[config.mk]
export PLATFORM = sky130hd
export DESIGN_NAME = dc_svc
export DESIGN_NICKNAME = d
export VERILOG_FILES = /design/src/rtl/dc_svc.sv
export SDC_FILE = /design/constraint.sdc
export NUM_CORES = 1
export LEC_CHECK = 0
export BUFFER_PORTS_ARGS = -buffer_cell sky130_fd_sc_hd__buf_2
export CAP_MARGIN = 20
export CELL_PAD_IN_SITES_DETAIL_PLACEMENT = 1
export CELL_PAD_IN_SITES_GLOBAL_PLACEMENT = 1
export CORE_UTILIZATION = 40
export CTS_CLUSTER_DIAMETER = 100
export CTS_CLUSTER_SIZE = 20
export DETAILED_ROUTE_END_ITERATION = 7
export GPL_TIMING_DRIVEN = 0
export PLACE_DENSITY = 0.82
export SYNTH_ARGS = -nofsm -noshare
export SYNTH_HDL_FRONTEND = slang
export SYNTH_SLANG_ARGS = --single-unit
[constraint.sdc]
create_clock -name pin_clk -period 2.75 [get_ports pin_clk]
set_input_delay 0.1375 -clock pin_clk [delete_from_list [all_inputs] [get_ports pin_clk]]
set_output_delay 0.1375 -clock pin_clk [all_outputs]
set_load 0.02 [all_outputs]
[src/rtl/dc_svc.sv]
// Service-request controller: synchronizes async interrupt/status inputs, builds the
// priority-masked service word, hands it to the CPU and pulses the matching acknowledge.
module dc_svc #(
    parameter int unsigned SYNC_STAGES = 2,
    parameter int unsigned HOLD_CYC    = 2
) (
    input  logic        pin_clk,
    input  logic        pin_rst,
    input  logic [3:0]  irq_in,
    input  logic        evnt_in,
    input  logic        halt_in,
    input  logic        aclo_n,
    input  logic        dclo_n,
    input  logic [2:0]  err_n,
    input  logic        bto,
    input  logic [2:0]  pri,
    input  logic        svc_rd,
    output logic [15:0] svc_word,
    output logic        svc_req,
    output logic [3:0]  irq_ack,
    output logic        evnt_ack
);

    typedef enum logic [1:0] {StIdle, StPend, StAck, StHold} state_e;

    // Bundle layout: {irq[3:0], evnt, halt, aclo_n, dclo_n, err_n[2:0]}
    localparam int unsigned SyncW = 11;
    localparam logic [SyncW-1:0] SyncRst = 11'b0000_0_0_1_0_111;

    logic [SYNC_STAGES*SyncW-1:0] sync_q;
    logic [SyncW-1:0]             sync_out;
    logic [3:0]                   irq_s;
    logic                         evnt_s, halt_s, aclo_s, dclo_s;
    logic [2:0]                   err_s;

    always_ff @(posedge pin_clk) begin
        if (pin_rst) begin
            sync_q <= {SYNC_STAGES{SyncRst}};
        end else begin
            sync_q <= {sync_q[(SYNC_STAGES-1)*SyncW-1:0],
                       irq_in, evnt_in, halt_in, aclo_n, dclo_n, err_n};
        end
    end

    assign sync_out = sync_q[SYNC_STAGES*SyncW-1 -: SyncW];
    assign irq_s    = sync_out[10:7];
    assign evnt_s   = sync_out[6];
    assign halt_s   = sync_out[5];
    assign aclo_s   = sync_out[4];
    assign dclo_s   = sync_out[3];
    assign err_s    = sync_out[2:0];

    state_e      state_q, state_d;
    logic [15:0] word_q, word_d;
    logic [2:0]  cnt_q, cnt_d;
    logic        evnt_prev_q, aclo_prev_q;
    logic        evnt_p_q, evnt_p_d;
    logic        aclo_p_q, aclo_p_d;
    logic        bto_p_q, bto_p_d;
    logic [15:0] live_word;
    logic        req_cond;
    logic        rd_hit;

    assign live_word = {3'b000,
                        evnt_p_q & (pri < 3'd6),
                        irq_s[0] & (pri < 3'd4),
                        irq_s[1] & (pri < 3'd5),
                        irq_s[2] & (pri < 3'd6),
                        irq_s[3] & (pri < 3'd7),
                        ~aclo_p_q,
                        1'b0,
                        halt_s,
                        err_s,
                        bto_p_q,
                        dclo_s};

    assign req_cond = (|live_word[12:8]) | aclo_p_q | halt_s | bto_p_q | ~(&err_s);

    // A read only clears the latched events that the frozen word actually reported.
    assign rd_hit   = (state_q == StPend) & svc_rd;
    assign evnt_p_d = (evnt_s & ~evnt_prev_q) | (evnt_p_q & ~evnt_ack);
    assign aclo_p_d = (~aclo_s & aclo_prev_q) | (aclo_p_q & ~(rd_hit & ~word_q[7]));
    assign bto_p_d  = bto | (bto_p_q & ~(rd_hit & word_q[1]));

    always_comb begin
        state_d  = state_q;
        word_d   = word_q;
        cnt_d    = cnt_q;
        svc_word = word_q;
        svc_req  = 1'b0;
        irq_ack  = 4'b0000;
        evnt_ack = 1'b0;
        case (state_q)
            StIdle: begin
                svc_word = live_word;
                if (req_cond) begin
                    word_d  = live_word;
                    state_d = StPend;
                end
            end
            StPend: begin
                svc_req = 1'b1;
                if (svc_rd) begin
                    state_d = StAck;
                end
            end
            StAck: begin
                if (word_q[8]) begin
                    irq_ack[3] = 1'b1;
                end else if (word_q[9]) begin
                    irq_ack[2] = 1'b1;
                end else if (word_q[10]) begin
                    irq_ack[1] = 1'b1;
                end else if (word_q[11]) begin
                    irq_ack[0] = 1'b1;
                end else if (word_q[12]) begin
                    evnt_ack = 1'b1;
                end
                cnt_d   = 3'(HOLD_CYC);
                state_d = StHold;
            end
            StHold: begin
                if (cnt_q != 3'd0) begin
                    cnt_d = cnt_q - 3'd1;
                end
                if (cnt_q <= 3'd1) begin
                    state_d = StIdle;
                end
            end
            default: state_d = StIdle;
        endcase
    end

    always_ff @(posedge pin_clk) begin
        if (pin_rst) begin
            state_q     <= StIdle;
            word_q      <= 16'h0000;
            cnt_q       <= 3'd0;
            evnt_prev_q <= 1'b0;
            aclo_prev_q <= 1'b1;
            evnt_p_q    <= 1'b0;
            aclo_p_q    <= 1'b0;
            bto_p_q     <= 1'b0;
        end else begin
            state_q     <= state_d;
            word_q      <= word_d;
            cnt_q       <= cnt_d;
            evnt_prev_q <= evnt_s;
            aclo_prev_q <= aclo_s;
            evnt_p_q    <= evnt_p_d;
            aclo_p_q    <= aclo_p_d;
            bto_p_q     <= bto_p_d;
        end
    end

endmodule

# After elaboration in Yosys (flattened, before gate mapping)
# Index checks and enable logic that the tools add are counted.
[word_totals] regBits=44 input_bits=18 out_inout_bits=22 elab_cells=80
[classes] n_addsub=1 order_cmp=5 eq_ne=7 muxes=22 n_bitwise=28 reduce_logical=8
[ops] op="1-bit bitwise AND" count=13
[ops] op="13-bit 2-to-1 mux" count=1
[ops] op="3-bit < comparator (second input constant)" count=4
[ops] op="1-bit 2-to-1 mux" count=12
[ops] op="2-bit 2-to-1 mux" count=4
[ops] op="2-bit inequality test (second input constant)" count=4
[ops] op="1-bit NOT" count=8
[ops] op="2-bit case mux with 4 select lines" count=1
[ops] op="1-bit bitwise OR" count=7
[ops] op="3-bit 2-to-1 mux" count=2
[ops] op="3-bit case mux with 2 select lines" count=1
[ops] op="3-bit AND reduction" count=2
[ops] op="5-bit OR reduction" count=1
[ops] op="2-bit == test (second input constant)" count=2
[ops] op="4-bit 2-to-1 mux" count=1
[ops] op="2-bit AND reduction" count=2
[ops] op="3-bit by 1-bit <= comparator with 1-bit output (second input constant)" count=1
[ops] op="3-bit nonzero test" count=1
[ops] op="3-bit by 1-bit subtractor with 3-bit output (second input constant)" count=1
[ops] op="2-bit by 1-bit == test with 1-bit output (second input constant)" count=1
[ops] op="2-bit logical NOT" count=1
[ops] op="2-bit nonzero test" count=1

# Logic depth before layout (Yosys ltp)
[depth] ltp_word=9 ltp_mapped=7 mapped_depth_nobuf=7

# Least setup slack after synthesis
# No wires, ideal clock.
[synth_path] path_kind="flip-flop to output port" from="reg state_q[0]" to="out svc_word[7]" arrival_time_ps=1585 required_time_ps=2612 path_slack_ps=1028 stages_incl_launch_ff=7 n_path_buf=2 cell_sequence="dfxtp_1 > inv_1 > ha_1 > clkbuf_1 > clkbuf_1 > nor2_1 > a21oi_1"
[synth_between] elab_chain_cells=2
[synth_rtl] item="from (decl)" line_no="53" rtl="state_e state_q, state_d;"
[synth_rtl] item="from (signal assigned)" line_no="136" rtl="state_q <= StIdle;"
[synth_rtl] item="from (signal assigned)" line_no="145" rtl="state_q <= state_d;"
[synth_rtl] item="2-bit logical NOT" line_no="93" rtl="case (state_q)"
[synth_rtl] item="13-bit 2-to-1 mux" line_no="93"
[synth_rtl] item="to (decl)" line_no="18" rtl="output logic [15:0] svc_word,"
# No other way between the ends.

# Worst setup path after layout
[layout_path] from="reg state_q[0]" to="out svc_word[8]"
# Same word-level chain as after synthesis.

==> impl_metrics.toml <==
[power_and_ir_drop]
p_per_area_nw_per_um2 = 851
power_frac_seq = 0.393
p_sw_mw = 0.620
max-vdd-ir-drop_mv = 0.433
p_sw_frac = 0.326
p_leak_nw = 0.979
power_frac_comb = 0.312
pwr-share-clk = 0.294
p_int_mw = 1.28

[timing]
worst_pin_slew_ps = 649
finalHoldViolCount = 0
skew_ps = 3.80
grt_setup_unrepaired = "no"
clock.fmax_mhz = 406
maxSlewHeadroom = 0.567
drv_slew = 0
fin_setup_tns_ps = 0
fin_crit_ps = 2460
period_share = 0.896
setup_viol = 0
fin_ws_ps = 287

[hold_path]
min_path_type = "primary input to flip-flop"

[worst_setup_path]
critPathBufInv = 4
r2r_slack_ps = 840
critPathArrivalTime_ps = 2330
max_stage_delay_ps = 430
critPathCaptureType = "output pin"
crit_slowest_cell = "clkbuf_1"
cp_cell_sequence = "inv_1 -> ha_1 -> clkbuf_1 -> clkbuf_1 -> nand3_1 -> o21ai_0 -> buf_2"
start_kind = "flip-flop"
crit_path_max_fanout = 10
cp.required_ps = 2610
critPathKind = "flip-flop to output pin"
crit_family = "buffers and inverters"
cp_common_cell = "clkbuf_1"

[die]
rows = 24
die_area_um2 = 4930
initial_core_util = 0.421
core_um2 = 4410
die_h_um = 70.2
die-width_um = 70.2
io_pins = 40

[clock_tree]
cts_sinks = 44
cts_root_buf = "clkbuf_8"
hold_buffers = 0
tritoncts = "built"
cts_resized = 0
htree_levels = 2
clock_path_buffers = 2
clkTransAtPathRegs_ps = 80
cts_made_buffers = 5
cts_setup_buffers = 0
worst_skew_pair.late_latency_ps = 290

[global_routing]
grt_pass1_wl_mm = 6.51
grtUsageMet2 = 0.303
use_met1 = 0.201
grt_pass1_vias = 1445
overflow = 0
grt-busiest-layer = "met2"
met3_usage = 0.0361
track_usage = 0.169
grt_max_degree = 14
antenna_found_initial = 0

[synth]
synth_top_cells_by_count = "44 x dfxtp_1, 21 x inv_1, 16 x nor2b_1"
synth_ff_type = "dfxtp_1"
synth-seq-cells = 44
yosys.area.top_type = "dfxtp_1"
avgSynthCellArea_um2 = 9.26
ys_async_sr_fraction = 0
ys_seq_area_frac = 0.473
synth_cell_types = 38
synthMostInstantiatedCell = "dfxtp_1"
synth_edf_count = 0
syn_inst = 201
netlist.area_leader.share = 0.473
synth_area_um2 = 1860
synth_warnings = 0
netlist_top_cells_area = "dfxtp_1 47%, nor2b_1 5.4%, ha_1 4.7%"

[detailed_routing]
drt-total-wl_mm = 3.82
via_per_inst = 4.88
first_pass_iters = 4
num_vias = 1450
drc = 0
wl_per_cell_um = 12.9
ant_nets = 0
drtIter0Drc = 60

[run_status]
outcome = "completed"

[finish]
drive_above_1_share = 0.298
syn_to_final_growth_pct = 20.2
final_cell_area_um2 = 2240
fin_util = 0.507
num_antenna_cells = 0
layout.nets = 270
fin_cells = 297

[job]
drv_cap = 0

[placed_design]
dpl_cell_area_um2 = 2110
routabilityCongestion = 0.741
post-dp-hpwl_mm = 2.93
place_inst = 290
portBuffers = 34
pre_cts_ws_ps = 620
[worst register-to-register path, delay by kind of cell (launching register included)]
kind / cells / cell delay (ps)
buf+inv: 3 / 980
flops: 1 / 330
simple gates: 1 / 200
fa+ha+maj: 1 / 180
compound gates: 1 / 150
[per-stage QoR]
stage               hold WS [ps]  power [mW]
finish                      29.4        1.90
global route                21.5        2.02
detailed placement           323        1.36
CTS                         23.8        1.92
floorplan                    241        1.19
global placement             319        1.34
[registers in the layout (all words and copies together) (netlist names)]
signal,cells
aclo_p_q,1
word_q,12
sync_q,22
cnt_q,3
state_q,2
bto_p_q,1
evnt_prev_q,1
evnt_p_q,1
aclo_prev_q,1
[cell families after synthesis]
kind of cell / synth area share
buffers and inverters: 0.0807
AOI/OAI and AO/OA: 0.154
muxes: 0.0282
other: 0.00202
and+or+nand+nor: 0.215
DFF: 0.473
adders and majority gates: 0.0471
[worst paths after layout]
path | end | start | depth (start not counted)
hold reg to reg | sync_q[13] | sync_q[2] | 1
hold / removal | sync_q[1] | err_n[1] | 2
setup reg to reg | word_q[8] | state_q[0] | 6
setup / recovery | svc_word[8] | state_q[0] | 7
[layout make-up]
type / count / area (um^2)
flip-flops and latches: 44 / 881
multi-input cells: 126 / 841
plain buffers: 13 / 71.3
well taps: 52 / 65.1
fillers: 527 / 2180
clock inverters: 2 / 60.1
repair buffers: 34 / 170
inverters: 21 / 78.8
clock buffers: 5 / 68.8
[power groups by stage]
stage / registers, mW / logic (mW) / clock network [mW]
3_5_place_dp: 0.765 / 0.598 / 0
5_1_grt: 0.758 / 0.663 / 0.600
3_3_place_gp: 0.760 / 0.580 / 0
2_1_floorplan: 0.752 / 0.435 / 0
4_1_cts: 0.750 / 0.602 / 0.572
6_report: 0.749 / 0.595 / 0.560
[per-layer routing]
| layer | part of all wire | vias up | wire, um |
|---|---|---|---|
| li1 | - | 738 | - |
| met1 | 0.44 | 682 | 1680 |
| met2 | 0.52 | 28 | 1980 |
| met3 | 0.037 | 2 | 140 |
| met4 | 0.0055 | 0 | 21 |
| met5 | 0 | - | 0 |
[cells in the final DEF, fill, tap and decap left out, drive strengths merged]
master   netlist  routed
o21ba          1       1
a221oi         4       4
o22ai          1       1
bufinv         0       2
dfxtp         44      44
inv           21      21
nand3          6       6
a21boi         1       1
a311oi         1       1
buf            5      39
o31ai          1       1
nor4b          1       1
nand2b         4       4
and3b          1       1
o21ai         13      13
a2bb2oi        1       1
a32oi          1       1
nor2          11      11
and3           2       2
mux2           2       2
nor2b         16      16
conb           1       4
a211oi         3       3
or2            9       9
or3            1       1
and4           1       1
clkbuf         8      13
nor3           2       2
or4            1       1
and2           2       2
a21oi         10      10
a31oi          1       1
ha             7       7
mux2i          3       3
a21o           1       1
nand2         14      14
No activity file was read; power rests on OpenSTA's default activity.
